[src/rtl/keypad_pkg.sv]
// keypad_pkg: shared state type, row count and hex key map for the keypad scanner
package keypad_pkg;
  localparam int ROWS = 4;
  typedef enum logic [1:0] {SCAN, DB_PRESS, HELD, DB_RELEASE} state_t;
  // Indexed by {row, col}: 1 2 3 A / 4 5 6 B / 7 8 9 C / E 0 F D
  localparam logic [15:0][3:0] KEY_MAP = {
    4'hD, 4'hF, 4'h0, 4'hE,
    4'hC, 4'h9, 4'h8, 4'h7,
    4'hB, 4'h6, 4'h5, 4'h4,
    4'hA, 4'h3, 4'h2, 4'h1
  };
endpackage

[src/rtl/keypad_decode.sv]
// keypad_decode: row index plus one-hot column to hex key code
module keypad_decode
  import keypad_pkg::*;
(
  input  logic [$clog2(ROWS)-1:0] row_idx,
  input  logic [3:0]              col_hot,
  output logic [3:0]              code
);
  logic [1:0] col_idx;
  always_comb begin
    col_idx = {col_hot[3] | col_hot[2], col_hot[3] | col_hot[1]};
    code = KEY_MAP[{row_idx, col_idx}];
  end
endmodule

[src/rtl/keypad_event_fsm.sv]
// keypad_event_fsm: row-scanning keypad reader with press/release debounce and one-shot key events
module keypad_event_fsm
  import keypad_pkg::*;
#(
  parameter int SCAN_CYCLES     = 4,
  parameter int DEBOUNCE_CYCLES = 1000
) (
  input  logic       clk,
  input  logic       reset,
  input  logic [3:0] col,
  output logic [3:0] row,
  output logic [3:0] key_code,
  output logic       key_valid,
  output logic       key_held
);
  localparam int SW = $clog2(SCAN_CYCLES);
  localparam int DW = $clog2(DEBOUNCE_CYCLES);
  localparam int RW = $clog2(ROWS);
  localparam logic [SW-1:0] SCAN_MAX = SW'(SCAN_CYCLES - 1);
  localparam logic [DW-1:0] DB_MAX = DW'(DEBOUNCE_CYCLES - 1);
  state_t state;
  logic [SW-1:0] scan_cnt;
  logic [DW-1:0] db_cnt;
  logic [RW-1:0] row_idx;
  logic [3:0] col_lat, code, pressed;
  logic one_low, lat_high, col_match, advance;
  always_comb begin
    pressed = ~col;
    one_low = pressed != 4'd0 && (pressed & (pressed - 4'd1)) == 4'd0;
    lat_high = |(col & ~col_lat);
    col_match = col == col_lat;
    // Every way back into SCAN resumes at the following row with a fresh dwell
    advance = (state == SCAN && scan_cnt == SCAN_MAX && !one_low) ||
              (state == DB_PRESS && !col_match) ||
              (state == DB_RELEASE && lat_high && db_cnt == DB_MAX);
  end
  keypad_decode u_decode (
    .row_idx(row_idx),
    .col_hot(~col_lat),
    .code   (code)
  );
  always_ff @(posedge clk) begin
    key_valid <= 1'b0;
    if (reset) begin
      state    <= SCAN;
      row      <= 4'b1110;
      row_idx  <= '0;
      scan_cnt <= '0;
      db_cnt   <= '0;
      col_lat  <= 4'hF;
      key_code <= '0;
      key_held <= 1'b0;
    end else begin
      if (advance) begin
        row      <= {row[2:0], row[3]};
        row_idx  <= row_idx + RW'(1);
        scan_cnt <= '0;
      end
      case (state)
        SCAN: begin
          if (scan_cnt != SCAN_MAX) scan_cnt <= scan_cnt + SW'(1);
          else if (one_low) begin
            col_lat <= col;
            db_cnt  <= '0;
            state   <= DB_PRESS;
          end
        end
        DB_PRESS: begin
          if (!col_match) state <= SCAN;
          else if (db_cnt != DB_MAX) db_cnt <= db_cnt + DW'(1);
          else begin
            state     <= HELD;
            key_code  <= code;
            key_valid <= 1'b1;
            key_held  <= 1'b1;
          end
        end
        HELD: begin
          if (lat_high) begin
            db_cnt <= '0;
            state  <= DB_RELEASE;
          end
        end
        DB_RELEASE: begin
          if (!lat_high) state <= HELD;
          else if (db_cnt != DB_MAX) db_cnt <= db_cnt + DW'(1);
          else begin
            state    <= SCAN;
            key_held <= 1'b0;
          end
        end
        default: state <= SCAN;
      endcase
    end
  end
endmodule

[config.mk]
export PLATFORM = sky130hd
export DESIGN_NAME = keypad_event_fsm
export DESIGN_NICKNAME = d
export VERILOG_FILES = /design/src/rtl/keypad_pkg.sv /design/src/rtl/keypad_decode.sv /design/src/rtl/keypad_event_fsm.sv
export SDC_FILE = /design/constraint.sdc
export NUM_CORES = 1
export LEC_CHECK = 0
export CAP_MARGIN = 10
export CORE_MARGIN = 2
export CORE_UTILIZATION = 45
export CTS_BUF_LIST = sky130_fd_sc_hd__clkbuf_8
export DETAILED_ROUTE_END_ITERATION = 6
export GPL_TIMING_DRIVEN = 0
export PLACE_DENSITY = 0.68
export SYNTH_ARGS = -nofsm -noshare
export SYNTH_HDL_FRONTEND = slang
export SYNTH_SLANG_ARGS = --single-unit
[constraint.sdc]
create_clock -name clk -period 2.1 [get_ports clk]
set_clock_uncertainty 0.1 [all_clocks]
set_input_delay 0.42 -clock clk [delete_from_list [all_inputs] [get_ports clk]]
set_output_delay 0.42 -clock clk [all_outputs]
set_load 0.005 [all_outputs]
Word-level counts from Yosys, hierarchy flattened --
Memory sizes are Yosys's and may differ from the RTL's. A register that Yosys moved wholly into a read port is not among the register bits. Index checks and enable logic that the tools add are counted.
Word-level totals: flip-flop bits (word level) 26, bits in latches 0, memory bits (writable) 0, memory bits (read-only) 64, bits of input ports 6, memories 1
Memories:
- (name not given) | depth 16, bits a word 4, rd ports 1, clocked after Yosys merged registers in 1, write ports 0, line keypad_decode.sv:12 | code = KEY_MAP[{row_idx, col_idx}];
Cells by class: add/subtract/negate cells 4, multipliers 0, divide/modulo/power cells 0, $lt $le $gt $ge 0, equality and inequality tests 17, shift-type cells 0, multiplexer cells 24, bitwise logic cells 10, reduce and logical (&&, ||, !) cells 21
Operator list (number):
- 10-bit 2-to-1 mux | 6
- 10-bit case mux with 4 select lines | 1
- 2-bit 2-to-1 mux | 10
- 2-bit != test, second input constant | 8
- 5-bit AND reduction | 3
- 10-bit by 1-bit adder with 10-bit output, second input constant | 1
- 10-bit == test, second input constant | 1
- 10-bit != test, second input constant | 1
- 4-bit bitwise AND | 2
- 4-bit inverter | 2
- 2-bit case mux with 4 select lines | 1
- 2-bit == test, second input constant | 3
- 1-bit logical AND | 6
- 3-bit != test, second input constant | 2
- 3-bit AND reduction | 2
- 1-bit 2-to-1 mux | 5
- 2-bit by 1-bit adder with 2-bit output, second input constant | 2
- 4-bit == test | 1
- 4-bit logical NOT | 1
- 1-bit inverter | 4
- 4-bit nonzero test | 1
- 4-bit OR reduction | 1
- 4-bit by 1-bit subtractor with 4-bit output, second input constant | 1
- 3-bit OR reduction | 1
- 7 further kinds | 10

Longest topological paths before layout --
depth in word-level cells 12, depth in mapped cells 8

Cells and area by module --
Synthesis repeated with hierarchy kept, for this count alone.
Unflattened totals: cells, all modules 197, area total of the unflattened synthesis 1686.6 um^2
By module, submodules not included:
- keypad_event_fsm | times used 1, cells each 178, area an instance 1570.3 um^2, sequential area each 600.6 um^2
- keypad_decode | times used 1, cells each 19, area an instance 116.4 um^2, sequential area each 0.0 um^2

Worst setup path after synthesis --
Ideal clock, no wire load.
kind input-to-reg, start input col[2], end register db_cnt[5], setup time 70 ps, arrival 1822 ps, required time 1930 ps, path slack 108 ps, stages 6, cells stage by stage ha_1 -> nand4_1 -> nand3b_1 -> nand3_4 -> or4_1 -> a21oi_1
On the way: longest elaborated chain between the ends 7
RTL lines:
- start, declared | line keypad_event_fsm.sv:10 | input logic [3:0] col,
- 4-bit inverter | line keypad_event_fsm.sv:28 | pressed = ~col;
- 4-bit by 1-bit subtractor with 4-bit output | line keypad_event_fsm.sv:29 | one_low = pressed != 4'd0 && (pressed & (pressed - 4'd1)) == 4'd0;
- 4-bit bitwise AND | line keypad_event_fsm.sv:29
- 4-bit logical NOT | line keypad_event_fsm.sv:29
- 1-bit logical AND | line keypad_event_fsm.sv:29
- 2-bit != test (no source line)
- 5-bit AND reduction (no source line) (*)
- end signal, assigned | line keypad_event_fsm.sv:70 | else if (db_cnt != DB_MAX) db_cnt <= db_cnt + DW'(1);
- end signal, assigned | line keypad_event_fsm.sv:86 | else if (db_cnt != DB_MAX) db_cnt <= db_cnt + DW'(1);
- end, declared | line keypad_event_fsm.sv:23 | logic [DW-1:0] db_cnt;
Every way passes the cells marked *; elsewhere a longest branch is shown, timed or not. A chain may end at the register's enable or synchronous reset.

Worst setup path after layout --
start register col_lat[3], end register db_cnt[9]
On the way: longest elaborated chain between the ends 5
RTL lines:
- start, declared | line keypad_event_fsm.sv:25 | logic [3:0] col_lat, code, pressed;
- start signal, assigned | line keypad_event_fsm.sv:63 | col_lat <= col;
- 4-bit inverter | line keypad_event_fsm.sv:30 | lat_high = |(col & ~col_lat);
- 4-bit bitwise AND | line keypad_event_fsm.sv:30
- 4-bit OR reduction | line keypad_event_fsm.sv:30
- 2-bit != test (no source line)
- 5-bit AND reduction (no source line) (*)
Marks and branches as above.

==> impl_metrics.py <==
metrics = {
    "run_status": {
        "status": "finished, final reports clean",
    },
    "power": {
        "switchingPower_w": 0.000345,
        "power_frac_comb_pct": 12.2,
        "pwr_density_cell_mw_per_mm2": 692,
        "vdd_drop_max_v": 0.000293,
        "seqPwrFrac_pct": 39.6,
        "power.leakage_nw": 0.856,
        "power_frac_clock_pct": 48.1,
        "switching_share_pct": 22.6,
        "power.internal_w": 0.00118,
    },
    "min_path": {
        "hp-class": "register to register",
        "min_path_cells": 1,
    },
    "clock_tree": {
        "cts_buffers": 5,
        "postCtsHoldBufs": 0,
        "cts_buffer_depth": 2,
        "path_clk_slew_ps": 70,
        "h-tree-depth": 2,
        "clk_latency_ps": 280,
        "cts_tree": "yes",
        "root_buffer": "clkbuf_8",
        "cts_sinks": 30,
    },
    "floorplanning": {
        "die_h_um": 65.6,
        "core_area_mm2": 0.00366,
        "rows": 22,
        "start_util_pct": 46.7,
        "io_pins": 16,
        "chipWidth_um": 65.6,
        "die_area_mm2": 0.00431,
    },
    "logic_synthesis": {
        "yosysSeqAreaShare_pct": 35.1,
        "syn_inst": 197,
        "synth-async-reset-ratio_pct": 0,
        "synth-edff-count": 0,
        "ys_warn_count": 0,
        "avgSynthCellArea_um2": 8.68,
        "ys_seq_elements": 30,
        "syn_nets": 214,
        "syn_area_mm2": 0.00171,
        "synth_cell_types": 45,
        "yosys_most_used_dff": "dfxtp_1",
    },
    "sta": {
        "hold_violations": 0,
        "finalCriticalPeriod_ps": 2030,
        "max_freq_ghz": 0.493,
        "setup_violations": 0,
        "slew_headroom_pct": 62.8,
        "drv_slew": 0,
        "worst_slack_ps": 69.9,
        "min_period_over_period_pct": 96.7,
        "worstMarginPinSlew_ps": 558,
        "rsz0062_at_grt": "yes",
    },
    "critical_path": {
        "cp_max_fo": 7,
        "arrival_ps": 2140,
        "path_cells": "inv_2, ha_4, nand4_1, nand3b_1, nand3_4, or4_1, a21oi_1",
        "required_ps": 2210,
        "rr_worst_depth": 7,
        "worst_path_largest_cell_delay_ps": 520,
        "cp_slowest_cell": "or4_1",
        "end_kind": "register",
        "worstSetupStartpointType": "register",
        "worstSetupPathType": "register to register",
    },
    "placement": {
        "post_dp_cell_area_mm2": 0.00192,
        "post-place-ws_ps": -743,
        "portBuffers": 15,
        "place_congestion": 0.819,
        "dpl.hpwl_um": 2620,
    },
    "cells_and_area": {
        "most-common-layout-cells": "dfxtp_1 (25), nor2_1 (20), a21oi_1 (16), inv_1 (11), clkdlybuf4s50_1 (11)",
        "final_area_mm2": 0.00220,
        "finalNetCount": 244,
        "syn_to_final_growth_pct": 28.8,
        "drive_above_1_share_pct": 23.7,
        "final_common_cell": "dfxtp_1",
        "num_antenna_cells": 0,
        "fin_util_pct": 60.1,
        "filler_cell_count": 320,
    },
    "drt": {
        "wl_um": 3860,
        "vias_per_cell": 5.58,
        "drc_errors": 0,
        "drtAntennaViolNets": 0,
        "drtIter0Drc": 115,
        "via_count": 1541,
        "routedWlPerCell_um": 14.0,
        "drtPass1Iterations": 4,
    },
    "grt": {
        "gr-usage-all-layers_pct": 19.4,
        "grt_max_degree": 11,
        "antenna_found_initial": 0,
        "grt_pass1_wl_um": 6430,
        "grt_overflow": 0,
        "grt_pass1_vias": 1405,
    },
    "flow_run": {
        "drv_cap": 0,
    },
}
## cell type report
class                           instances  area (um2)  area share (%)
Buffer                                 10        50.0            2.27
Clock buffer                            6        82.6            3.75
Clock inverter                          2        60.1            2.73
Inverter                               12        45.0            2.05
Multi-Input combinational cell        145        1110            50.3
Sequential cell                        30         607            27.6
Tap cell                               48        60.1            2.73
Timing Repair Buffer                   23         190            8.64
## what timing repair did
item,CTS,global route
gates resized for setup,9,29
pin swaps,4,14
endpoints found under the setup margin,20,22
buffers inserted,5,4
## cell usage after synthesis (5+ instances only)
| cell type | instances | area share, % |
|---|---|---|
| nor3_1 | 5 | 1.5 |
| nand2_1 | 8 | 1.8 |
| inv_1 | 12 | 2.6 |
| ha_1 | 11 | 8.1 |
| clkbuf_1 | 6 | 1.3 |
| a211oi_1 | 5 | 2.2 |
| nor2_1 | 20 | 4.4 |
| nand3_1 | 8 | 2.3 |
| dfxtp_1 | 30 | 35 |
| or4_1 | 6 | 2.6 |
| a21oi_1 | 20 | 5.9 |
| mux2i_1 | 5 | 2.9 |
| o21ai_0 | 7 | 2.0 |
## kinds of logic after synthesis
kind of cell,synth area share (%)
AO/OA/AOI/OAI,19.0
XOR/XNOR,1.03
adder cells (fa/ha/maj),8.05
buffers and inverters,5.20
flip-flops,35.1
multiplexers,4.25
AND/OR/NAND/NOR,27.3
## per-layer routing
metal  wire length [um]  share of wire (%)  vias to the layer above  track usage (%)
met4                 42                1.1                        0             5.47
met3                136                3.5                        6             5.65
met2               1680                 44                       25             28.2
met1               2000                 52                      720             27.7
met5                  0                  0                        -                0
li1                   -                  -                      790                -
## critical path, delay by kind of cell (launching register included)
kind / cells / cell delay, ps
DFF: 1 / 360
AOI/OAI and AO/OA: 1 / 130
adders and majority gates: 1 / 250
and+or+nand+nor: 4 / 1070
buffers and inverters: 1 / 50
## sequential cells by signal, indices dropped and copies added (netlist names)
name and flops:
state 2, scan_cnt 2, col_lat 4, key_code 4, db_cnt 10, row 4
key_valid 1, row_idx 2, key_held 1
## path summary, 6_finish.rpt
| check | from | end | slack (ps) |
|---|---|---|---|
| setup / recovery | col_lat[3]$_SDFFE_PP1P_ | db_cnt[9]$_SDFFE_PP0P_ | 70 |
| hold / removal | col_lat[0]$_SDFFE_PP1P_ | col_lat[0]$_SDFFE_PP1P_ | 360 |
| setup reg to reg | col_lat[3]$_SDFFE_PP1P_ | db_cnt[9]$_SDFFE_PP0P_ | 70 |
| hold reg to reg | col_lat[0]$_SDFFE_PP1P_ | col_lat[0]$_SDFFE_PP1P_ | 360 |
## metrics by stage
step | std cells | power, W | hold slack (ps) | TNS (ps)
floorplan | 197 | 0.000729 | 335 | 0
global placement | 260 | 0.000782 | 347 | -12130
detailed placement | 260 | 0.000785 | 363 | -13190
CTS | 273 | 0.00152 | 373 | 0
global route | 276 | 0.00158 | 387 | -17.4
finish | 276 | 0.00152 | 361 | 0
## power by group through the flow
stage	clock [W]	sequential (W)	combinational, W
finish	0.000733	0.000604	0.000186
floorplan	0	0.000614	0.000115
global route	0.000767	0.000607	0.000211
detailed placement	0	0.000616	0.000169
CTS	0.000741	0.000603	0.000178
global placement	0	0.000616	0.000166
Note: power is estimated with default switching activity, not from simulation.
